==> src/rtl/pipeline_hazard_ctrl_pkg.sv <==
// Shared types and constants for the pipeline hazard controller.
package pipe_ctrl_pkg;

  typedef enum logic [1:0] {
    RUN      = 2'd0,
    MEM_WAIT = 2'd1,
    ERR      = 2'd2
  } state_t;

  localparam int unsigned ZERO_REG      = 0;
  localparam int unsigned DEFAULT_CNT_W = 32;

endpackage

==> src/rtl/pipeline_hazard_ctrl_if.sv <==
// Hazard inputs from ID/EX/MEM and pipeline-register controls back to the datapath.
interface pipeline_hazard_ctrl_if #(
  parameter int unsigned REG_W = 5,
  parameter int unsigned CNT_W = 32
);
  logic [REG_W-1:0] id_rs;
  logic [REG_W-1:0] id_rt;
  logic             id_uses_rs;
  logic             id_uses_rt;
  logic             id_jump;
  logic             ex_mem_read;
  logic [REG_W-1:0] ex_rt;
  logic             ex_branch_taken;
  logic             mem_req;
  logic             dmem_ready;
  logic             pc_we;
  logic             if_id_we;
  logic             if_id_clr;
  logic             id_ex_we;
  logic             id_ex_clr;
  logic             ex_mem_we;
  logic             mem_wb_clr;
  logic             mem_err;
  logic [CNT_W-1:0] stall_cnt;
  logic [CNT_W-1:0] flush_cnt;

  modport master (
    output id_rs, id_rt, id_uses_rs, id_uses_rt, id_jump, ex_mem_read, ex_rt,
           ex_branch_taken, mem_req, dmem_ready,
    input  pc_we, if_id_we, if_id_clr, id_ex_we, id_ex_clr, ex_mem_we, mem_wb_clr,
           mem_err, stall_cnt, flush_cnt
  );

  modport slave (
    input  id_rs, id_rt, id_uses_rs, id_uses_rt, id_jump, ex_mem_read, ex_rt,
           ex_branch_taken, mem_req, dmem_ready,
    output pc_we, if_id_we, if_id_clr, id_ex_we, id_ex_clr, ex_mem_we, mem_wb_clr,
           mem_err, stall_cnt, flush_cnt
  );
endinterface

==> src/rtl/pipeline_hazard_ctrl_load_use_detect.sv <==
// Combinational load-use comparator: a load in EX feeds a register read in ID.
module load_use_detect
  import pipe_ctrl_pkg::*;
#(
  parameter int unsigned REG_W = 5
) (
  input  logic             ex_mem_read,
  input  logic [REG_W-1:0] ex_rt,
  input  logic [REG_W-1:0] id_rs,
  input  logic [REG_W-1:0] id_rt,
  input  logic             id_uses_rs,
  input  logic             id_uses_rt,
  output logic             hit
);

  always_comb begin
    hit = ex_mem_read && (ex_rt != REG_W'(ZERO_REG)) &&
          ((id_uses_rs && (id_rs == ex_rt)) || (id_uses_rt && (id_rt == ex_rt)));
  end

endmodule

==> src/rtl/pipeline_hazard_ctrl.sv <==
// Pipeline sequencer: stalls, flushes and bubbles for the 5-stage core, with a
// memory-wait timeout and saturating stall/flush counters.
module pipeline_hazard_ctrl
  import pipe_ctrl_pkg::*;
#(
  parameter int unsigned REG_W    = 5,
  parameter int unsigned CNT_W    = DEFAULT_CNT_W,
  parameter int unsigned MAX_WAIT = 255
) (
  input logic                  clk,
  input logic                  rst_n,
  pipeline_hazard_ctrl_if.slave bus
);

  localparam int unsigned WAIT_W = $clog2(MAX_WAIT + 1);

  state_t            state_q, state_d;
  logic [WAIT_W-1:0] wait_q, wait_d, wait_inc;
  logic              mem_err_q, mem_err_d;
  logic [CNT_W-1:0]  stall_q, stall_d;
  logic [CNT_W-1:0]  flush_q, flush_d;

  logic lu_hit;
  logic freeze, resolve, halt, flush;
  logic pc_we, if_id_we, if_id_clr, id_ex_we, id_ex_clr, ex_mem_we, mem_wb_clr;

  load_use_detect #(
    .REG_W (REG_W)
  ) u_load_use_detect (
    .ex_mem_read (bus.ex_mem_read),
    .ex_rt       (bus.ex_rt),
    .id_rs       (bus.id_rs),
    .id_rt       (bus.id_rt),
    .id_uses_rs  (bus.id_uses_rs),
    .id_uses_rt  (bus.id_uses_rt),
    .hit         (lu_hit)
  );

  assign wait_inc = wait_q + WAIT_W'(1);

  always_comb begin
    state_d   = state_q;
    wait_d    = wait_q;
    mem_err_d = mem_err_q;
    freeze    = 1'b0;
    resolve   = 1'b0;
    halt      = 1'b0;
    unique case (state_q)
      RUN: begin
        if (bus.mem_req && !bus.dmem_ready) begin
          freeze  = 1'b1;
          state_d = MEM_WAIT;
          wait_d  = WAIT_W'(1);
        end else begin
          resolve = 1'b1;
        end
      end
      MEM_WAIT: begin
        if (!bus.dmem_ready) begin
          freeze = 1'b1;
          wait_d = wait_inc;
          if (wait_inc == WAIT_W'(MAX_WAIT)) begin
            state_d   = ERR;
            mem_err_d = 1'b1;
          end
        end else begin
          resolve = 1'b1;
          state_d = RUN;
          wait_d  = '0;
        end
      end
      ERR:     halt = 1'b1;
      default: begin
        halt    = 1'b1;
        state_d = ERR;
      end
    endcase
  end

  // Control outputs: Mealy decode of the current state and hazard inputs.
  always_comb begin
    pc_we      = 1'b1;
    if_id_we   = 1'b1;
    if_id_clr  = 1'b0;
    id_ex_we   = 1'b1;
    id_ex_clr  = 1'b0;
    ex_mem_we  = 1'b1;
    mem_wb_clr = 1'b0;
    flush      = 1'b0;
    if (!rst_n || halt) begin
      pc_we     = 1'b0;
      if_id_we  = 1'b0;
      id_ex_we  = 1'b0;
      ex_mem_we = 1'b0;
    end else if (freeze) begin
      pc_we      = 1'b0;
      if_id_we   = 1'b0;
      id_ex_we   = 1'b0;
      ex_mem_we  = 1'b0;
      mem_wb_clr = 1'b1;
    end else if (resolve) begin
      if (bus.ex_branch_taken) begin
        if_id_clr = 1'b1;
        id_ex_clr = 1'b1;
        flush     = 1'b1;
      end else if (lu_hit) begin
        pc_we     = 1'b0;
        if_id_we  = 1'b0;
        id_ex_clr = 1'b1;
      end else if (bus.id_jump) begin
        if_id_clr = 1'b1;
        flush     = 1'b1;
      end
    end
  end

  always_comb begin
    stall_d = stall_q;
    flush_d = flush_q;
    if (!pc_we && (stall_q != '1)) stall_d = stall_q + CNT_W'(1);
    if (flush && (flush_q != '1))  flush_d = flush_q + CNT_W'(1);
  end

  always_ff @(posedge clk or negedge rst_n) begin
    if (!rst_n) begin
      state_q   <= RUN;
      wait_q    <= '0;
      mem_err_q <= 1'b0;
      stall_q   <= '0;
      flush_q   <= '0;
    end else begin
      state_q   <= state_d;
      wait_q    <= wait_d;
      mem_err_q <= mem_err_d;
      stall_q   <= stall_d;
      flush_q   <= flush_d;
    end
  end

  assign bus.pc_we      = pc_we;
  assign bus.if_id_we   = if_id_we;
  assign bus.if_id_clr  = if_id_clr;
  assign bus.id_ex_we   = id_ex_we;
  assign bus.id_ex_clr  = id_ex_clr;
  assign bus.ex_mem_we  = ex_mem_we;
  assign bus.mem_wb_clr = mem_wb_clr;
  assign bus.mem_err    = mem_err_q;
  assign bus.stall_cnt  = stall_q;
  assign bus.flush_cnt  = flush_q;

endmodule

==> src/flat_wrapper.sv <==
// flat-port wrapper written by rule: the top's interface ports become plain ports
module pipeline_hazard_ctrl_flat import pipe_ctrl_pkg::*;
#(
  parameter int unsigned REG_W    = 5,
  parameter int unsigned CNT_W    = DEFAULT_CNT_W,
  parameter int unsigned MAX_WAIT = 255
)
  (clk, rst_n, bus_id_rs, bus_id_rt, bus_id_uses_rs, bus_id_uses_rt, bus_id_jump, bus_ex_mem_read, bus_ex_rt, bus_ex_branch_taken, bus_mem_req, bus_dmem_ready, bus_pc_we, bus_if_id_we, bus_if_id_clr, bus_id_ex_we, bus_id_ex_clr, bus_ex_mem_we, bus_mem_wb_clr, bus_mem_err, bus_stall_cnt, bus_flush_cnt);
  pipeline_hazard_ctrl_if #(.REG_W(REG_W), .CNT_W(CNT_W)) bus_i ();
  input logic clk;
  input logic rst_n;
  input wire logic [$bits(bus_i.id_rs)-1:0] bus_id_rs;
  input wire logic [$bits(bus_i.id_rt)-1:0] bus_id_rt;
  input wire logic [$bits(bus_i.id_uses_rs)-1:0] bus_id_uses_rs;
  input wire logic [$bits(bus_i.id_uses_rt)-1:0] bus_id_uses_rt;
  input wire logic [$bits(bus_i.id_jump)-1:0] bus_id_jump;
  input wire logic [$bits(bus_i.ex_mem_read)-1:0] bus_ex_mem_read;
  input wire logic [$bits(bus_i.ex_rt)-1:0] bus_ex_rt;
  input wire logic [$bits(bus_i.ex_branch_taken)-1:0] bus_ex_branch_taken;
  input wire logic [$bits(bus_i.mem_req)-1:0] bus_mem_req;
  input wire logic [$bits(bus_i.dmem_ready)-1:0] bus_dmem_ready;
  output wire logic [$bits(bus_i.pc_we)-1:0] bus_pc_we;
  output wire logic [$bits(bus_i.if_id_we)-1:0] bus_if_id_we;
  output wire logic [$bits(bus_i.if_id_clr)-1:0] bus_if_id_clr;
  output wire logic [$bits(bus_i.id_ex_we)-1:0] bus_id_ex_we;
  output wire logic [$bits(bus_i.id_ex_clr)-1:0] bus_id_ex_clr;
  output wire logic [$bits(bus_i.ex_mem_we)-1:0] bus_ex_mem_we;
  output wire logic [$bits(bus_i.mem_wb_clr)-1:0] bus_mem_wb_clr;
  output wire logic [$bits(bus_i.mem_err)-1:0] bus_mem_err;
  output wire logic [$bits(bus_i.stall_cnt)-1:0] bus_stall_cnt;
  output wire logic [$bits(bus_i.flush_cnt)-1:0] bus_flush_cnt;
  assign bus_i.id_rs = bus_id_rs;
  assign bus_i.id_rt = bus_id_rt;
  assign bus_i.id_uses_rs = bus_id_uses_rs;
  assign bus_i.id_uses_rt = bus_id_uses_rt;
  assign bus_i.id_jump = bus_id_jump;
  assign bus_i.ex_mem_read = bus_ex_mem_read;
  assign bus_i.ex_rt = bus_ex_rt;
  assign bus_i.ex_branch_taken = bus_ex_branch_taken;
  assign bus_i.mem_req = bus_mem_req;
  assign bus_i.dmem_ready = bus_dmem_ready;
  assign bus_pc_we = bus_i.pc_we;
  assign bus_if_id_we = bus_i.if_id_we;
  assign bus_if_id_clr = bus_i.if_id_clr;
  assign bus_id_ex_we = bus_i.id_ex_we;
  assign bus_id_ex_clr = bus_i.id_ex_clr;
  assign bus_ex_mem_we = bus_i.ex_mem_we;
  assign bus_mem_wb_clr = bus_i.mem_wb_clr;
  assign bus_mem_err = bus_i.mem_err;
  assign bus_stall_cnt = bus_i.stall_cnt;
  assign bus_flush_cnt = bus_i.flush_cnt;
  pipeline_hazard_ctrl #(.REG_W(REG_W), .CNT_W(CNT_W), .MAX_WAIT(MAX_WAIT)) u_core (.clk(clk), .rst_n(rst_n), .bus(bus_i));
endmodule
==> config.mk <==
export PLATFORM = sky130hd
export DESIGN_NAME = pipeline_hazard_ctrl_flat
export DESIGN_NICKNAME = d
export VERILOG_FILES = /design/src/rtl/pipeline_hazard_ctrl_pkg.sv /design/src/rtl/pipeline_hazard_ctrl_if.sv /design/src/rtl/pipeline_hazard_ctrl_load_use_detect.sv /design/src/rtl/pipeline_hazard_ctrl.sv /design/src/flat_wrapper.sv
export SDC_FILE = /design/constraint.sdc
export NUM_CORES = 1
export LEC_CHECK = 0
export BUFFER_PORTS_ARGS = -buffer_cell sky130_fd_sc_hd__buf_4
export CAP_MARGIN = 10
export CELL_PAD_IN_SITES_DETAIL_PLACEMENT = 1
export CELL_PAD_IN_SITES_GLOBAL_PLACEMENT = 2
export CORE_UTILIZATION = 35
export DETAILED_ROUTE_END_ITERATION = 12
export PLACE_DENSITY = 0.82
export SLEW_MARGIN = 10
export SYNTH_ARGS = -nofsm -noshare
export SYNTH_HDL_FRONTEND = slang
export SYNTH_SLANG_ARGS = --single-unit
==> constraint.sdc <==
create_clock -name clk -period 5.5 [get_ports clk]
set_clock_uncertainty 0.15 [all_clocks]
set_input_delay 0.275 -clock clk [delete_from_list [all_inputs] [get_ports clk]]
set_output_delay 0.275 -clock clk [all_outputs]
set_load 0.02 [all_outputs]
; Word level (Yosys, flattened, before mapping)
; Cells that the tools add are included.
[classes]
add_sub_neg = 3
multipliers = 0
n_div = 0
n_lt_le_gt_ge = 0
eq_ne = 9
n_shift = 0
mux = 34
n_bitwise = 2
reduce_logical = 19
[ops]
columns = cell, n
row1 = $add 32x1->32 const B, 2
row2 = $ne 32x32->1 const B, 2
row3 = $mux 1, 25
row4 = $mux 8, 2
row5 = $pmux 8 s2, 1
row6 = $eq 5x5->1, 2
row7 = $add 8x1->8 const B, 1
row8 = $eq 8x8->1 const B, 1
row9 = $logic_and 1x1->1, 7
row10 = $mux 2, 3
row11 = $pmux 2 s3, 1
row12 = $reduce_and 3->1, 2
row13 = $reduce_bool 5->1, 1
row14 = $pmux 1 s2, 2
row15 = $logic_not 1->1, 3
row16 = $ne 3x2->1 const B, 1
row17 = $eq 2x1->1 const B, 1
row18 = $eq 2x2->1 const B, 1
row19 = $logic_not 2->1, 1
row20 = $logic_or 1x1->1, 2
row21 = $ne 2x1->1 const B, 1
row22 = $not 1->1, 2
row23 = $reduce_and 2->1, 1
row24 = $reduce_bool 2->1, 1
row25 = $reduce_or 2->1, 1
[totals]
register_bits = 75
latch_bits = 0
mem_bits_rw = 0
rom_bits = 0
in_bits = 24
output_inout_bits = 72
word_cells = 72
mem_count = 0

; Logic depth before layout (Yosys ltp)
[depth]
word_depth = 11
ltp_mapped = 8
mapped_depth_nobuf = 7

; Modules after synthesis
; A second synthesis with hierarchy kept.
[hier_totals]
hier_cells = 368
area_unflattened_um2 = 3885.0
[modules_own_cells]
columns = module, instances, cells_per_inst, area_each_um2
row1 = pipeline_hazard_ctrl, 1, 351, 3751.1
row2 = load_use_detect, 1, 17, 133.9

; Worst setup path after synthesis
; OpenSTA, ideal clock, no wires.
[synth_timing]
path_type = in2out
startpoint = in bus_ex_rt[0]
endpoint = out bus_pc_we
arrival_ns = 1.764
t_required_ns = 5.075
setup_slack_ns = 3.311
path_stages = 5
path_buffers = 1
cell_sequence = or4_1 > o21ai_2 > nor2_2 > a21oi_1 > buf_4
[synth_via]
elab_chain_len = 9
elab_cells_between_ends = 13
classes_between = eq/ne: 2 / mux: 5 / reduce/logical: 6
[synth_rtl]
columns = item, line
row1 = from (decl), flat_wrapper.sv:18  ; input wire logic [$bits(bus_i.ex_rt)-1:0] bus_ex_rt;
row2 = $eq 5x5->1, pipeline_hazard_ctrl_load_use_detect.sv:18  ; ((id_uses_rs && (id_rs == ex_rt)) || (id_uses_rt && (id_rt == ex_rt)));
row3 = $logic_and 1x1->1, pipeline_hazard_ctrl_load_use_detect.sv:18
row4 = $logic_or 1x1->1, pipeline_hazard_ctrl_load_use_detect.sv:18
row5 = $logic_and 1x1->1 (*), pipeline_hazard_ctrl_load_use_detect.sv:17  ; hit = ex_mem_read && (ex_rt != REG_W'(ZERO_REG)) &&
row6 = $mux 1 (*) (5 in a row), --
row7 = to (decl), flat_wrapper.sv:22  ; output wire logic [$bits(bus_i.pc_we)-1:0] bus_pc_we;
; Every way passes the cells marked *; elsewhere a longest branch is shown, timed or not.

; Worst setup path after layout
[layout_timing]
startpoint = reg u_core.flush_q[0] (netlist: u_core.bus.flush_cnt[0])
endpoint = reg u_core.flush_q[1] (netlist: u_core.bus.flush_cnt[1])
[layout_via]
elab_chain_len = 2
elab_cells_between_ends = 3
classes_between = add/sub: 1 / eq/ne: 1 / reduce/logical: 1
[layout_rtl]
columns = item, line
row1 = from (decl), pipeline_hazard_ctrl.sv:21  ; logic [CNT_W-1:0] flush_q, flush_d;
row2 = from (signal assigned), pipeline_hazard_ctrl.sv:136  ; flush_q <= flush_d;
row3 = branches (longest 2 deep; another with $add 32x1->32), --
; Parallel ways; which one is timed is not known.
; A chain may end at the register's enable or synchronous reset.

==> impl_results.md <==
* Status: finished, final reports clean
* # DRC at 0
* Area contributors post-synth: dfrtp_1 (48%), xnor2_1 (10%), xor2_1 (6.7%)
* Overall power at 1430 uW
* Post-synth top area share at just under 50%
* YS warnings at 0
* Ys flop type: dfrtp_1
* Max-slew violation count at 0
* Initial drt markers at 57
* Worst hold-check path type: in -> async
* Port bufs at 95
* Final nets at approximately 510
* Crit path DAT at ~3200 ps
* Crit path time final at roughly 3100 ps
* Post-DRT Antenna Nets at 0
* Worst-Margin Slew at ~1000 ps
* Relative max-transition margin at between 30% and 40%
* Share of layout cells above drive strength 1 at ~26%
* Flop2flop setup slack at 2390 ps
* Full die area at roughly 12000 um2
* Setup TNS at 0 ps
* Gp weighted congestion at about 0.75
* CTS tree: yes
* N_diodes at 0
* Total CTS buffers at 9
* Worst EP required at 5580 ps
* Most frequent CP cell: nand2_1
* Synth cell count leaders: dfrtp_1 (75), xnor2_1 (45), nand2_1 (32)
* P per Cell Area at between 200 and 300 nW/um2
* Startpoint type of the worst setup path: register
* Site Rows at 38
* Root buf cell: clkbuf_8
* Clock sinks at 75
* Path length in cells of the critical path at 6
* Pre-antenna DRT Iters at 4
* Height of the die at 108 um
* Initial Util at 36.0%
* #FFs+latches synth at 75
* Reg clk slew, reported paths at 80 ps
* Syn-to-layout area delta at 26.2%
* Library cells used by synthesis at 40
* Unrepaired setup endpoints after global routing: false
* CP peak stage delay at 790 ps
* Core area at 10800 um2
* # Post-CTS Setup Buffers at 0
* Critical-path top delay cell: nand3b_1
* Fmax at 321 MHz
* IR drop worst, VDD at 0.177 mV
* CP cell instances: ha_1 -> nand2_1 -> nor4_2 -> nand3b_1 -> nand2_1 -> mux2_1
* Mapped Nets at roughly 420
* Buf+Inv Stages, Crit Path at 0
* Clk buf depth at 2
* Hold-fix buffers at CTS at 0
* Final Instance Area at between 4000 and 5000 um2
* Detail Placement HPWL at just over 7000 um
* Cell count after synthesis at just under 400
* Routed vias at about 3200
* Crit path kind: reg -> reg
* Routed WL at 9820 um
* Total global-route track usage at between 10% and 20%
* Critical path peak fanout at 24
* Die X at roughly 110 um
* Leakage at between 0.002 and 0.0025 uW
* Seq/Total Area, Yosys at 48.2%
* Worst-Skew Late Latency at 360 ps
* First-pass GRT wire length at ~17000 um
* Crit share post-route at between 50% and 60%
* Cts repair resizes at 0
* Finish-stage setup viols at 0
* Vias in the first global route at between 3000 and 4000
* Initial antenna violation count at 0
* Area after DPL at between 4000 and 5000 um2
* Fillers at roughly 1300
* Largest net degree at the start of global routing at between 70 and 80
* DR vias/cell at around 5
* CP Capture Type: register
* Largest delay contributor family on the critical path: simple AND/OR/NAND/NOR gates
* Util after Layout at between 40% and 50%
* Netlist Area Pre-Place at about 4000 um2
* Io pins at 96
* DR WL/cell at between 15 and 20 um
* Worst R2R Path Depth at 6
* Post-synth EDFFs at 0
* Avg Cell Area, Syn at between 10 and 15 um2
* Max-Cap Viols at 0
* Cell taking the most area after synthesis: dfrtp_1
* Remaining Overflow, GRT at 0
* Most frequent cell after synthesis: dfrtp_1
* FFs w/ async S/R, synth at 100%
* H-tree Lvls at 3
* Fin. Hold Viols at 0
final cells by class:
type / instances / area, um2 / share of cell area, %
multi-input combinational: 290 / 1900 / 38.7
tap: 140 / 175 / 3.56
inverter: 11 / 41.3 / 0.839
clock buffer: 11 / 141 / 2.87
sequential: 75 / 1880 / 38.2
timing repair buffer: 97 / 728 / 14.8
clock inverter: 5 / 52.6 / 1.07
power by group:
group / switching (uW) / internal, uW
registers: 73.5 / 604
logic: 187 / 138
clock network: 207 / 220
through the flow:
| step | setup WS [ps] | cells | hold slack (ps) |
|---|---|---|---|
| after global placement | 2520 | 613 | 314 |
| after CTS | 2420 | 629 | 61.3 |
| after detailed placement | 2440 | 613 | 325 |
| after floorplan | 3310 | 387 | -171 |
| final | 2390 | 629 | 15.0 |
| after global routing | 2170 | 629 | 77.2 |
logic make-up (layout without fill, tap and decap cells):
| group | count (synthesis) | count (layout) | synth area share [%] |
|---|---|---|---|
| AOI/OAI and AO/OA | 23 | 23 | 4.01 |
| xor gates and xnor gates | 75 | 75 | 16.9 |
| adders and majority gates | 4 | 4 | 1.28 |
| buffers and inverters | 22 | 124 | 3.02 |
| DFF | 75 | 75 | 48.2 |
| muxes | 2 | 2 | 0.578 |
| and+or+nand+nor | 186 | 186 | 26.1 |
routing by layer:
| metal | global-route usage, % | wire, um | vias to the layer above |
|---|---|---|---|
| met1 | 24.2 | 4630 | 1608 |
| met4 | 4.11 | 85 | 0 |
| met5 | 0 | 0 | - |
| met2 | 29.8 | 4750 | 59 |
| met3 | 4.30 | 357 | 8 |
| li1 | - | - | 1549 |
state kept, by name, summed over array words and instances (netlist names):
register,cells
u_core.wait_q,8
u_core.state_q,2
u_core.bus.flush_cnt,32
u_core.bus.mem_err,1
u_core.bus.stall_cnt,32
layout by cell type (no fill, tap or decap), types with 3 or more instances in the layout:
cell type  Yosys  routed
xnor2_1       45      45
nor2_1        21      21
clkbuf_8       0      10
nand4_1       28      28
nor4_2         6       6
ha_1           4       4
nand2_1       32      32
clkinv_2       0       3
buf_4          5      97
dfrtp_1       75      75
and2_1         5       5
nand3_1       30      30
xor2_1        30      30
o21ai_0       12      12
inv_1         11      11
nor4_1         5       5
nor2b_1        4       4
nor3_1        22      22
nand3b_1       3       3
and3_1        22      22
path summary, 6_finish.rpt:
path                                             to                     from
max in group asynchronous  u_core.bus.stall_cnt[24]                    rst_n
setup / recovery            u_core.bus.flush_cnt[1]  u_core.bus.flush_cnt[0]
hold reg to reg                  u_core.bus.mem_err       u_core.bus.mem_err
min in group clk                  u_core.state_q[0]           bus_dmem_ready
hold / removal                    u_core.state_q[1]                    rst_n
setup reg to reg            u_core.bus.flush_cnt[1]  u_core.bus.flush_cnt[0]
Power figures use the tool's default switching activity.
